--- config.mk ---
export PLATFORM = sky130hd
export DESIGN_NAME = harmonic_mixer
export DESIGN_NICKNAME = d
export VERILOG_FILES = /design/src/rtl/harmonic_mixer.sv
export SDC_FILE = /design/constraint.sdc
export NUM_CORES = 1
export LEC_CHECK = 0
export CAP_MARGIN = 5
export CORE_ASPECT_RATIO = 0.9
export CORE_MARGIN = 1
export CORE_UTILIZATION = 51
export CTS_BUF_LIST = sky130_fd_sc_hd__clkbuf_16
export CTS_CLUSTER_SIZE = 40
export DETAILED_ROUTE_END_ITERATION = 7
export GPL_ROUTABILITY_DRIVEN = 0
export PLACE_DENSITY = 0.8
export SYNTH_ARGS = -nofsm -noshare
export SYNTH_HDL_FRONTEND = slang
export SYNTH_SLANG_ARGS = --single-unit
--- constraint.sdc ---
create_clock -name clk -period 6.35 [get_ports clk]
set_input_delay 0.9525 -clock clk [delete_from_list [all_inputs] [get_ports clk]]
set_output_delay 0.9525 -clock clk [all_outputs]
set_load 0.02 [all_outputs]
--- src/rtl/harmonic_mixer.sv ---
// Eight-harmonic mono mixer: snapshot, serial accumulate, gain, saturate, hold for codec.
// Optional peak-hold meter enabled with `define MIXER_PEAK_EN.
module harmonic_mixer #(
   parameter int MIX_SHIFT  = 3,
   parameter int PEAK_DECAY = 64
) (
   input  logic        clk,
   input  logic        reset,
   input  logic        samples_in_ready,
   input  logic [15:0] sample_in1,
   input  logic [15:0] sample_in2,
   input  logic [15:0] sample_in3,
   input  logic [15:0] sample_in4,
   input  logic [15:0] sample_in5,
   input  logic [15:0] sample_in6,
   input  logic [15:0] sample_in7,
   input  logic [15:0] sample_in8,
   input  logic        voice_on,
   input  logic [7:0]  master_volume,
   input  logic        out_accept,
   input  logic        clear_overrun,
   output logic [15:0] sample_out,
   output logic        sample_valid,
   output logic        busy,
   output logic        overrun,
   output logic [14:0] peak_level
);

   typedef enum logic [1:0] {
      IDLE  = 2'd0,
      ACCUM = 2'd1,
      SCALE = 2'd2,
      OUT   = 2'd3
   } state_t;

   state_t state_q, state_d;

   logic [15:0] in_w [8];
   logic [15:0] snap_q [8];
   logic        voice_q;
   logic signed [18:0] acc_q;
   logic [2:0]  idx_q;
   logic [15:0] out_q;
   logic        ovr_q;

   logic capture_w;
   logic drop_w;
   logic fire_w;

   logic signed [18:0] mix_w;
   logic signed [27:0] prod_w;
   logic signed [27:0] res_w;
   logic [15:0]        sat_w;
   logic [15:0]        cur_w;

   always_comb begin
      in_w[0] = sample_in1;
      in_w[1] = sample_in2;
      in_w[2] = sample_in3;
      in_w[3] = sample_in4;
      in_w[4] = sample_in5;
      in_w[5] = sample_in6;
      in_w[6] = sample_in7;
      in_w[7] = sample_in8;
   end

   always_ff @(posedge clk or posedge reset) begin
      if (reset) begin
         state_q <= IDLE;
      end else begin
         state_q <= state_d;
      end
   end

   always_comb begin
      state_d   = state_q;
      capture_w = 1'b0;
      unique case (state_q)
         IDLE: begin
            if (samples_in_ready) begin
               state_d   = ACCUM;
               capture_w = 1'b1;
            end
         end
         ACCUM: begin
            if (idx_q == 3'd7) state_d = SCALE;
         end
         SCALE: begin
            state_d = OUT;
         end
         OUT: begin
            if (out_accept) begin
               if (samples_in_ready) begin
                  state_d   = ACCUM;
                  capture_w = 1'b1;
               end else begin
                  state_d = IDLE;
               end
            end
         end
         default: state_d = IDLE;
      endcase
   end

   always_comb begin
      busy         = (state_q != IDLE);
      sample_valid = (state_q == OUT);
   end

   assign fire_w = (state_q == OUT) & out_accept;
   assign drop_w = samples_in_ready &
                   ((state_q == ACCUM) | (state_q == SCALE) |
                    ((state_q == OUT) & ~out_accept));

   // Gain stage: the 28-bit product of a 19-bit mix and 9-bit gain never wraps.
   always_comb begin
      mix_w  = voice_q ? (acc_q >>> MIX_SHIFT) : 19'sd0;
      prod_w = $signed({{9{mix_w[18]}}, mix_w} * {20'd0, master_volume});
      res_w  = prod_w >>> 8;
      if (res_w > 28'sd32767) begin
         sat_w = 16'h7fff;
      end else if (res_w < -28'sd32768) begin
         sat_w = 16'h8000;
      end else begin
         sat_w = res_w[15:0];
      end
   end

   assign cur_w = snap_q[idx_q];

   always_ff @(posedge clk or posedge reset) begin
      if (reset) begin
         for (int i = 0; i < 8; i++) snap_q[i] <= '0;
         voice_q <= 1'b0;
         acc_q   <= '0;
         idx_q   <= '0;
         out_q   <= '0;
         ovr_q   <= 1'b0;
      end else begin
         if (capture_w) begin
            for (int i = 0; i < 8; i++) snap_q[i] <= in_w[i];
            voice_q <= voice_on;
            acc_q   <= '0;
            idx_q   <= '0;
         end else if (state_q == ACCUM) begin
            acc_q <= acc_q + $signed({{3{cur_w[15]}}, cur_w});
            idx_q <= idx_q + 3'd1;
         end
         if (state_q == SCALE) out_q <= sat_w;
         ovr_q <= drop_w | (ovr_q & ~clear_overrun);
      end
   end

   assign sample_out = out_q;
   assign overrun    = ovr_q;

`ifdef MIXER_PEAK_EN
   localparam int CW = $clog2(PEAK_DECAY + 1);

   logic [14:0]   peak_q;
   logic [CW-1:0] cnt_q;
   logic [15:0]   abs_w;
   logic [14:0]   mag_w;

   // |-32768| does not fit in 15 bits, so it reads as full scale.
   always_comb begin
      abs_w = out_q[15] ? (~out_q + 16'd1) : out_q;
      mag_w = abs_w[15] ? 15'h7fff : abs_w[14:0];
   end

   always_ff @(posedge clk or posedge reset) begin
      if (reset) begin
         peak_q <= '0;
         cnt_q  <= '0;
      end else if (fire_w) begin
         if (mag_w > peak_q) begin
            peak_q <= mag_w;
            cnt_q  <= '0;
         end else if (cnt_q == CW'(PEAK_DECAY - 1)) begin
            cnt_q  <= '0;
            peak_q <= (peak_q != 15'd0) ? peak_q - 15'd1 : 15'd0;
         end else begin
            cnt_q <= cnt_q + CW'(1);
         end
      end
   end

   assign peak_level = peak_q;
`else
   // Meter disabled: output is a constant zero.
   assign peak_level = 15'(PEAK_DECAY) & 15'd0;
`endif

endmodule
==> out/qor.txt <==
status -> complete, no violations
antenna violations before repair -> 0
worst hold margin -> 0.494 ns
Syn-to-layout area delta -> 24.1%
max-capacitance violation count -> 0
vias in the first global route -> 10082
global route overflow -> 0
Adder-Cell Fraction of Synth Area -> 23.3%
worst relative slew slack -> 32.3%
Area contributors post-synth -> dfrtp_1 33%, fa_1 16%, mux2_2 13%
diodes inserted -> 0
Die ar. -> 26200 um^2
placed instance count -> 1679
nets -> 1680
sequential element share of the synthesized area -> 32.7%
crit-path max FO -> 15
Synth Cell Area -> 13000 um^2
Root Driver -> clkbuf_16
Final Hold Vio Count -> 0
setup TNS -> 0 ns
Vert. Die Dim -> 154 um
Avg Cell Area, Syn -> 11.3 um^2
min-delay src -> sample_out[15]
multi-input logic area -> 8000 um^2
final core utilization -> 64.3%
RR Startpoint -> voice_q
Post-route DRC -> 0
Setup crit end kind -> flop
area fraction in and, or, nand and nor cells after synthesis -> 9.94%
Hold Crit Class -> reg2reg
CTS max path bufs -> 2
fin cells -> 1714
Worst-Margin Slew -> 1.01 ns
Std-Cell Rows -> 55
remaining antenna violation count -> 0
worst hold stages -> 2
Critical Path RT -> 6.67 ns
fin crit share -> 96.7%
CTS clk-pin slew, worst paths -> 0.08 ns
initial detailed-routing violation count -> 690
WL/cell -> 17.7 um
Synth Area in XOR/XNOR -> 2.02%
initial core utilization -> 51.8%
first-pass GRT wire length -> 50500 um
CP dominant cell by count -> fa_1
Crit path largest cell delay -> 0.56 ns
clock sinks -> 170
Final Skew -> 0.0188 ns
# H-tree levels -> 4
FMAX -> 0.163 GHz
die width -> 170 um
critical-path cell list -> clkdlybuf4s50_1 -> buf_6 -> and3_1 -> fa_1 -> fa_1 -> fa_1 -> inv_1 -> fa_1 -> inv_1 -> ha_1 -> a21oi_2 -> o211ai_1 -> o2111ai_2 -> buf_4 -> o211ai_2 -> a31o_2 -> a21oi_4 -> o41ai_4 -> nor3_2 -> buf_4 -> nor3_4 -> buf_12 -> a221o_1
leakage power -> 7.73 nW
Reg area -> 4260 um^2
Post-synth top flop -> dfrtp_1
core area -> 25100 um^2
Yosys warnings -> 0
Hold-fix buffers, CTS -> 0
Port Buffers -> 160
reg2reg setup slack -> 0.37 ns
IO Pins -> 176
mux contribution to synthesized area -> 19.3%
Post-Place Cell Area -> 15400 um^2
critical path class -> in2reg
reg2reg path depth -> 22
hold worst-path end -> sample_out[15]
flop and latch count out of synthesis -> 170
fraction of layout cells with a size suffix above 1 -> 23.5%
worst skew pair latency -> 0.45 ns
hpwl dp -> 23000 um
Synth area leader -> dfrtp_1
Post-Syn Instances -> 1148
post-route minimum period -> 6.14 ns
post-synthesis compound-gate area fraction -> 6.03%
Pwr Density -> 652 nW/um^2
drt first pass iters -> 5
CTS Buf Count -> 17
final setup fails -> 0
Fillers -> 1893
Vias -> 9326
largest family of logic cells by synthesized area -> adder cells
Slowest-stage cell, CP -> fa_1
FFs w/ async S/R, synth -> 100%
Post-synth EDFFs -> 0
Worst setup SP type -> primary input
Post-Route WL -> 30400 um
largest net degree at the start of global routing -> 143
Via density -> 5.44
post-synth cell types -> 54
Final Cell Area -> 16100 um^2
CTS tree -> built
Crit path arrival time -> 6.47 ns
Final Max Tran Viols -> 0
peak supply drop -> 0.347 mV
total track usage -> 24.8%
R2R Path End -> sample_out[0]
share of the synthesized area in the top cell type -> 32.7%
==> area by class of cell <==
cell class | instances | area share (%)
clock buffers | 17 | 2.64
clock inverters | 15 | 1.08
inverters | 148 | 3.47
multi-input cells | 775 | 49.6
flip-flops and latches | 170 | 26.4
well taps | 342 | 2.65
repair buffers | 247 | 14.2
==> cell families (layout without fill, tap and decap cells) <==
logic type | Yosys count | in the layout
buffers and inverters | 217 | 427
adder cells (fa/ha/maj) | 179 | 179
flip-flops | 170 | 170
AO/OA/AOI/OAI | 107 | 107
XOR/XNOR | 30 | 30
multiplexers | 192 | 192
other | 1 | 15
AND/OR/NAND/NOR | 252 | 252
==> cell usage in the layout, fill, tap and decap left out, types with 4 or more instances in the layout <==
cell type,n
xnor2_1,21
nor2_1,48
mux2i_1,14
clkinv_8,4
mux2_2,146
ha_1,74
and3_1,74
clkdlybuf4s50_1,157
inv_1,145
clkbuf_16,17
xor2_1,9
and2_1,6
fa_1,105
buf_4,82
conb_1,15
a21o_1,9
a21oi_1,28
nand3_1,38
o21a_1,5
nand2_1,49
nor3_1,18
a221o_1,16
mux4_2,32
o21ai_0,16
dfrtp_1,167
nand2b_1,5
a211oi_1,5
==> worst max-delay path, delay by kind of cell <==
family          cells  cell delay (ns)
buf+inv             7             1.19
fa+ha+maj           5             2.33
compound gates      8             1.59
simple gates        3             0.40
==> Yosys cell counts, types with 2 or more instances <==
cell type,n
nor3_1,19
o41a_1,2
a31oi_1,2
mux2i_1,14
xnor2_1,21
mux2_2,146
inv_1,146
clkinv_1,2
buf_4,15
and2_1,6
o211ai_1,2
a211o_1,2
o21bai_1,4
a31o_2,2
dfrtp_1,170
a21o_1,9
xor2_1,9
nor2b_1,2
ha_1,74
nand3_1,39
a211oi_1,5
o21ai_0,16
and3_1,74
o41ai_1,2
buf_1,5
nand2b_1,5
clkbuf_1,47
a221o_1,16
o21a_1,5
nor2_1,48
a21oi_1,31
fa_1,105
mux4_2,32
or3_1,3
nand2_1,49
==> routing by layer <==
| metal | track usage, % | routed length [um] |
|---|---|---|
| met5 | 0 | 0 |
| met4 | 7.51 | 692 |
| met3 | 7.16 | 2270 |
| met2 | 41.2 | 14800 |
| met1 | 31.2 | 12600 |
==> what timing repair did <==
| item | in CTS | in global routing |
|---|---|---|
| buffers inserted | 0 | 3 |
| endpoints found under the setup margin | 15 | 15 |
| resized for setup | 1 | 17 |
| endpoints found under the hold margin | 0 | 0 |
| pin swaps | 0 | 10 |
==> per-stage QoR <==
stage,power (W),setup WS (ns)
after floorplan,0.00720,0.119
after global placement,0.00909,-0.360
after CTS,0.0104,0.0163
after global routing,0.0115,-0.0483
final,0.0105,0.208
after detailed placement,0.00934,-0.474
==> how the worst max path moves through the flow <==
| stage | slack, ns | end | depth (start not counted) | startpoint |
|---|---|---|---|---|
| global route | -0.05 | sample_out[0] | 24 | master_volume[0] |
| finish | 0.21 | sample_out[0] | 23 | master_volume[3] |
| floorplan | 0.12 | sample_out[4] | 20 | master_volume[2] |
| CTS | 0.02 | sample_out[0] | 23 | master_volume[1] |
| global placement | -0.36 | sample_out[2] | 20 | master_volume[1] |
| detailed placement | -0.47 | sample_out[11] | 20 | master_volume[1] |
==> power breakdown <==
part           switching [W]  internal [W]
logic                0.00361       0.00369
registers           0.000512       0.00166
clock network       0.000517      0.000531
total                0.00464       0.00588
==> sequential cells by signal (all words and copies together), names as in the netlist <==
| register | cells |
|---|---|
| acc_q | 19 |
| idx_q | 3 |
| overrun | 1 |
| sample_out | 16 |
| snap_q | 128 |
| state_q | 2 |
| voice_q | 1 |
(Power assumes the default switching activity.)
